--- config.mk ---
export PLATFORM = sky130hd
export DESIGN_NAME = rf_wb_queue
export DESIGN_NICKNAME = d
export VERILOG_FILES = /design/src/rtl/rf_wb_queue.sv
export SDC_FILE = /design/constraint.sdc
export NUM_CORES = 1
export LEC_CHECK = 0
export CAP_MARGIN = 20
export CORE_ASPECT_RATIO = 1.4
export CORE_UTILIZATION = 48
export DETAILED_ROUTE_END_ITERATION = 8
export MAX_ROUTING_LAYER = met4
export PLACE_DENSITY = 0.76
export SLEW_MARGIN = 20
export SYNTH_ARGS = -nofsm -noshare
export SYNTH_HDL_FRONTEND = slang
export SYNTH_SLANG_ARGS = --single-unit
--- constraint.sdc ---
create_clock -name clk -period 2.25 [get_ports clk]
set_input_delay 0.225 -clock clk [delete_from_list [all_inputs] [get_ports clk]]
set_output_delay 0.225 -clock clk [all_outputs]
set_load 0.03 [all_outputs]
--- src/rtl/rf_wb_queue.sv ---
// ============================================================================
// Module   : rf_wb_queue
// Purpose  : Register-file writeback queue; arbitrates the memory and ALU
//            result paths and exposes per-register pending checks.
// Option   : RF_WB_BYPASS_EN - load the output stage directly when empty.
// Revision : 1.0 - initial release
// ============================================================================
`default_nettype none

module rf_wb_queue #(
  parameter int DEPTH = 4,
  parameter int CW    = 3
) (
  input  logic          clk,
  input  logic          rst_n,
  input  logic          mem_valid,
  output logic          mem_ready,
  input  logic [4:0]    mem_addr,
  input  logic [31:0]   mem_data,
  input  logic          alu_valid,
  output logic          alu_ready,
  input  logic [4:0]    alu_addr,
  input  logic [31:0]   alu_data,
  output logic          RegWrite,
  output logic [4:0]    WriteAddr,
  output logic [31:0]   WriteData,
  input  logic [4:0]    chk_addr1,
  input  logic [4:0]    chk_addr2,
  output logic          chk_busy1,
  output logic          chk_busy2,
  output logic [CW-1:0] count,
  output logic          idle
);

  localparam int            c_PTRW = $clog2(DEPTH);
  localparam logic [CW-1:0] c_FULL = CW'(DEPTH);

  logic [4:0]        r_addrMem [DEPTH];
  logic [31:0]       r_dataMem [DEPTH];
  logic [c_PTRW-1:0] r_wrPtr;
  logic [c_PTRW-1:0] r_rdPtr;
  logic [CW-1:0]     r_count;

  logic              w_notFull;
  logic              w_accMem;
  logic              w_accAlu;
  logic [4:0]        w_inAddr;
  logic [31:0]       w_inData;
  logic              w_inLive;
  logic              w_pop;
  logic              w_push;
  logic              w_bypass;
  logic [c_PTRW-1:0] w_off;
  logic              w_hit1;
  logic              w_hit2;

  assign w_notFull = (r_count < c_FULL);
  assign mem_ready = w_notFull;
  assign alu_ready = w_notFull && !mem_valid;
  assign w_accMem  = mem_valid && w_notFull;
  assign w_accAlu  = alu_valid && alu_ready;
  assign w_inAddr  = w_accMem ? mem_addr : alu_addr;
  assign w_inData  = w_accMem ? mem_data : alu_data;
  // Register 0 is hardwired; such results are accepted and dropped.
  assign w_inLive  = (w_accMem || w_accAlu) && (w_inAddr != 5'd0);
  assign w_pop     = (r_count != '0);

`ifdef RF_WB_BYPASS_EN
  assign w_bypass = w_inLive && !w_pop;
`else
  assign w_bypass = 1'b0;
`endif

  assign w_push = w_inLive && !w_bypass;
  assign count  = r_count;
  assign idle   = (r_count == '0) && !RegWrite;

  // Entry storage needs no reset: occupancy is tracked by pointers and count.
  always_ff @(posedge clk) begin
    if (w_push) begin
      r_addrMem[r_wrPtr] <= w_inAddr;
      r_dataMem[r_wrPtr] <= w_inData;
    end
  end

  always_ff @(posedge clk or negedge rst_n) begin
    if (!rst_n) begin
      r_wrPtr <= '0;
      r_rdPtr <= '0;
      r_count <= '0;
    end else begin
      if (w_push) r_wrPtr <= r_wrPtr + 1'b1;
      if (w_pop)  r_rdPtr <= r_rdPtr + 1'b1;
      if (w_push && !w_pop)      r_count <= r_count + 1'b1;
      else if (w_pop && !w_push) r_count <= r_count - 1'b1;
    end
  end

  always_ff @(posedge clk or negedge rst_n) begin
    if (!rst_n) begin
      RegWrite  <= 1'b0;
      WriteAddr <= '0;
      WriteData <= '0;
    end else if (w_pop) begin
      RegWrite  <= 1'b1;
      WriteAddr <= r_addrMem[r_rdPtr];
      WriteData <= r_dataMem[r_rdPtr];
    end else if (w_bypass) begin
      RegWrite  <= 1'b1;
      WriteAddr <= w_inAddr;
      WriteData <= w_inData;
    end else begin
      RegWrite  <= 1'b0;
    end
  end

  // An entry is live when its distance from the read pointer is below count.
  always_comb begin
    w_off  = '0;
    w_hit1 = RegWrite && (WriteAddr == chk_addr1);
    w_hit2 = RegWrite && (WriteAddr == chk_addr2);
    for (int i = 0; i < DEPTH; i++) begin
      w_off = c_PTRW'(i) - r_rdPtr;
      if (CW'(w_off) < r_count) begin
        if (r_addrMem[i] == chk_addr1) w_hit1 = 1'b1;
        if (r_addrMem[i] == chk_addr2) w_hit2 = 1'b1;
      end
    end
    chk_busy1 = (chk_addr1 != 5'd0) && w_hit1;
    chk_busy2 = (chk_addr2 != 5'd0) && w_hit2;
  end

endmodule

`default_nettype wire

## After elaboration in Yosys (flattened, before gate mapping)

Memory sizes are Yosys's and may differ from the RTL's. A register that Yosys moved wholly into a read port is not among the register bits.
Cells that the tools add are included.
Widths: inputs -> output; s select.

- Memories: 2
- Bits in writable memories: 148
- Logic and storage cells: 76
- Bits in registers: 8

Memory list:

| memory | words | bits a word | read ports | clocked after memory_dff | write ports | line | RTL |
|---|---|---|---|---|---|---|---|
| r_dataMem | 4 | 32 | 1 | 1 | 1 | 39 | `logic [31:0] r_dataMem [DEPTH];` |
| r_addrMem | 4 | 5 | 5 | 1 | 1 | 38 | `logic [4:0] r_addrMem [DEPTH];` |

- Muxes and demuxes: 23
- Add/subtract/negate cells: 8
- $lt $le $gt $ge: 5
- Reduce and logical (&&, ||, !) cells: 24
- Eq/ne operators: 10

Operators with widths:

| kind | count |
|---|---|
| $eq 5x5->1 | 10 |
| $mux 32 | 1 |
| $mux 1 | 19 |
| $reduce_bool 5->1 | 3 |
| $lt 2x3->1 | 4 |
| $logic_and 1x1->1 | 11 |
| $logic_not 1->1 | 6 |
| $mux 3 | 2 |
| $mux 5 | 1 |
| $add 2x1->2 const B | 2 |
| $sub 1x2->2 const A | 2 |
| $sub 2x2->2 const A | 2 |
| $add 3x1->3 const B | 1 |
| $logic_not 3->1 | 1 |
| $lt 3x3->1 const B | 1 |
| $reduce_bool 3->1 | 1 |
| $sub 3x1->3 const B | 1 |
| $reduce_bool 2->1 | 1 |
| $logic_or 1x1->1 | 1 |

## Logic depth before layout (Yosys ltp)

- Depth in word-level cells: 11
- Mapped depth: 10
- Depth with buffers taken out: 10

## Worst setup path after synthesis

Ideal clock, no wire load.

- Kind: register to output
- From: register r_rdPtr[1]
- To: output port chk_busy2
- Stages on the path, launching flop included: 9
- Arrival time: 2215 ps
- Required time: 2025 ps
- Slack: -190 ps
- Cell sequence: dfrtp_1 buf_1 inv_1 ha_1 a21oi_1 o21a_1 or4_1 o211ai_1 o22a_1

- Cells in the longest elaborated chain, start to end: 10
- Elaborated cells between the ends (all ways): 16

RTL lines:

| element | line | RTL |
|---|---|---|
| from (decl) | 41 | `logic [c_PTRW-1:0] r_rdPtr;` |
| from (signal assigned) | 93 | `if (w_pop) r_rdPtr <= r_rdPtr + 1'b1;` |
| $sub 1x2->2 | 123 | `w_off = c_PTRW'(i) - r_rdPtr;` |
| $lt 2x3->1 | 124 | `if (CW'(w_off) < r_count) begin` |
| $mux 1 | 124 |  |
| $mux 1 | 126 | `if (r_addrMem[i] == chk_addr2) w_hit2 = 1'b1;` |
| $mux 1 | 124 |  |
| $mux 1 | 126 |  |
| $mux 1 | 124 |  |
| $mux 1 | 126 |  |
| $mux 1 (*) | 124 |  |
| $logic_and 1x1->1 (*) | 130 | `chk_busy2 = (chk_addr2 != 5'd0) && w_hit2;` |
| to (decl) | 30 | `output logic chk_busy2,` |

Every way passes the cells marked *; elsewhere a longest branch is shown, timed or not.

## Worst setup path in the final report

Ends and elaborated chain as after synthesis.

==> metrics.csv <==
metric,value,unit
status,"finished, violations left",
violations,setup timing,
drt-initial-drc-count,292,
fin_cells,952,
whs,0.182,ns
cp_max_fo,3,
ys_ff_latch,193,
drive_gt1_share,24.3,%
antenna_found_initial,0,
drv_slew,0,
nets,805,
cp-end-kind,primary output,
synth.area.top_cells,"edfxtp_1 53%, dfrtp_1 13%, mux4_2 10%, nand2_1 5.2%, mux2_2 5.1%",
hpwl,12900,um
hold_violations,0,
grt_pass1_wl,29900,um
die_area,18000,um^2
ir_worst_vdd,0.821,mV
initial_core_util,49.6,%
critPathArrivalTime,2.28,ns
slowest_stage,dfrtp_2,
clockRootBuffer,clkbuf_16,
final_core_util,65.5,%
dieHeight,158,um
htreeDepth,4,
setup_ws,-0.255,ns
worstMarginPinSlew,0.770,ns
yosysUniqueCellTypes,29,
syn_area,8370,um^2
rows,56,
wl_met1,7390,um
wl_per_cell,20.0,um
drt_first_pass_iters,4,
start_kind,register,
routed_wl,19100,um
synth_fp_nets,639,
place.port_buffers,133,
power.leakage,0.00409,uW
drc,0,
ys_seq_area_share,66.5,%
hold_class,input pin to asynchronous set/reset pin,
track_usage,23.8,%
ant_nets,0,
dp.cells,914,
final.min_clock_period,2.50,ns
core_area,16900,um^2
dieWidth,114,um
relSlewSlack,48.7,%
max_stage_delay,0.44,ns
p_per_area,1360,nW/um^2
drv_cap,0,
r2r-start,count[0],
grt_pass1_vias,5465,
place_congestion,0.924,
crit_required,2.03,ns
synth_top_area_share,53.1,%
cts_buffers,17,
via_per_inst,5.23,
rsz0062_at_grt,yes,
clk_latency,0.43,ns
top_layer,met4,
finalInstanceArea,11100,um^2
criticalPathCategory,register to primary output,
placed_cell_area,10300,um^2
ios,134,
grt.overflow.total,0,
clockBufferDepth,2,
cts_tree,built,
antennaDiodeCount,0,
dr_wl_met2,10700,um
finalSetupViolCount,2,
layout_common_cells,"148 x edfxtp_1, 129 x clkdlybuf4s50_1, 115 x nand2_1",
cp_cell_sequence,buf_4 > ha_1 > o21a_1 > or4_1 > o211ai_1 > o22a_1 > buf_6,
fin_skew,0.00961,ns
avgSynthCellArea,15.5,um^2
area.growth.synth_to_final,32.1,%
final_common_cell,edfxtp_1,
via_count,4980,
r2r_slack,0.17,ns
cp-startpoint,r_rdPtr[1],
synthCells,541,
fmax,0.399,GHz
synth_warnings,0,
path_clk_slew,0.07,ns
fin_crit_sh,111,%
met3_length,675,um
grt_max_degree,40,
yosys.area.top_type,edfxtp_1,
clkSinkCount,193,
## stage by stage
step	setup slack, ns	TNS (ns)	power [uW]
detailed placement	-0.126	-0.353	11600
finish	-0.255	-0.441	15000
floorplan	-0.0261	-0.0607	9230
global route	-0.317	-0.581	15800
CTS	-0.324	-0.602	15100
global placement	-0.160	-0.189	11500
## cell families (layout without fill, tap and decap cells)
kind of cell,Yosys count,after routing,share of synthesized area (%)
fa+ha+maj,10,10,1.58
compound gates,18,18,1.58
flops,193,193,66.5
mux,75,75,15.1
simple gates,147,147,7.19
xor+xnor,57,57,5.96
buf+inv,41,220,2.08
## layer usage
layer  up-vias  GRT usage [%]
met5         -              -
met4         0           9.27
met3        20           3.62
met2       137           42.9
met1      2520           26.4
li1       2303              -
## critical path, delay by kind of cell, from the launching register on
| kind | cells | cell delay (ns) |
|---|---|---|
| adder cells (fa/ha/maj) | 1 | 0.18 |
| flip-flops | 1 | 0.44 |
| AND/OR/NAND/NOR | 1 | 0.41 |
| AO/OA/AOI/OAI | 3 | 0.55 |
| buffers and inverters | 2 | 0.29 |
## Yosys cell counts
library cell  number
buf_4              2
buf_1              4
ha_1               9
inv_2              1
a21oi_1            5
inv_1              8
nand3_1            6
xor2_1            35
o41ai_1            2
o22a_1             2
and2_1             4
o21ai_0            1
mux2_2            38
clkbuf_1          16
or4_1              4
xnor2_1           22
fa_1               1
edfxtp_1         148
nor4_1             3
a311oi_2           1
dfrtp_1           45
nor2_1             7
buf_2             10
nor3_1             6
nand2_1          116
o211ai_1           6
o21a_1             1
nand2b_1           1
mux4_2            37
## repair_timing
action	in CTS	in global routing
setup buffers	2	2
hold buffers	1	0
setup endpoints to repair	3	3
resized for setup	19	0
cloned	1	0
endpoints found under the hold margin	45	0
pin swaps	14	7
## registers in the layout (all words and copies together), names as in the netlist
signal     count
r_rdPtr        2
r_dataMem    128
r_addrMem     20
RegWrite       1
r_wrPtr        2
WriteAddr      5
WriteData     32
count          3
## worst paths after layout
| kind | to | cells after the start |
|---|---|---|
| max reg2reg | count[2] | 9 |
| min reg2reg | WriteData[0] | 2 |
| min | WriteData[23] | 2 |
| max in group asynchronous | r_rdPtr[1] | 3 |
| max | chk_busy2 | 7 |
| min in group clk | WriteData[0] | 2 |
## layout make-up
cell class | count | area (um^2)
inverter | 9 | 36.3
sequential | 193 | 5570
timing repair buffer | 179 | 1840
clock buffer | 18 | 429
fill | 1224 | 5830
multi-input combinational | 307 | 2730
clock inverter | 14 | 161
tap | 232 | 290
## power by group
group          internal (uW)  switching (uW)  leakage (uW)
Sequential              5050             503       0.00188
Clock                   1660            1330      0.000285
Combinational           3010            3450       0.00193
Total                   9720            5280       0.00409
No activity file was read; power rests on OpenSTA's default activity.
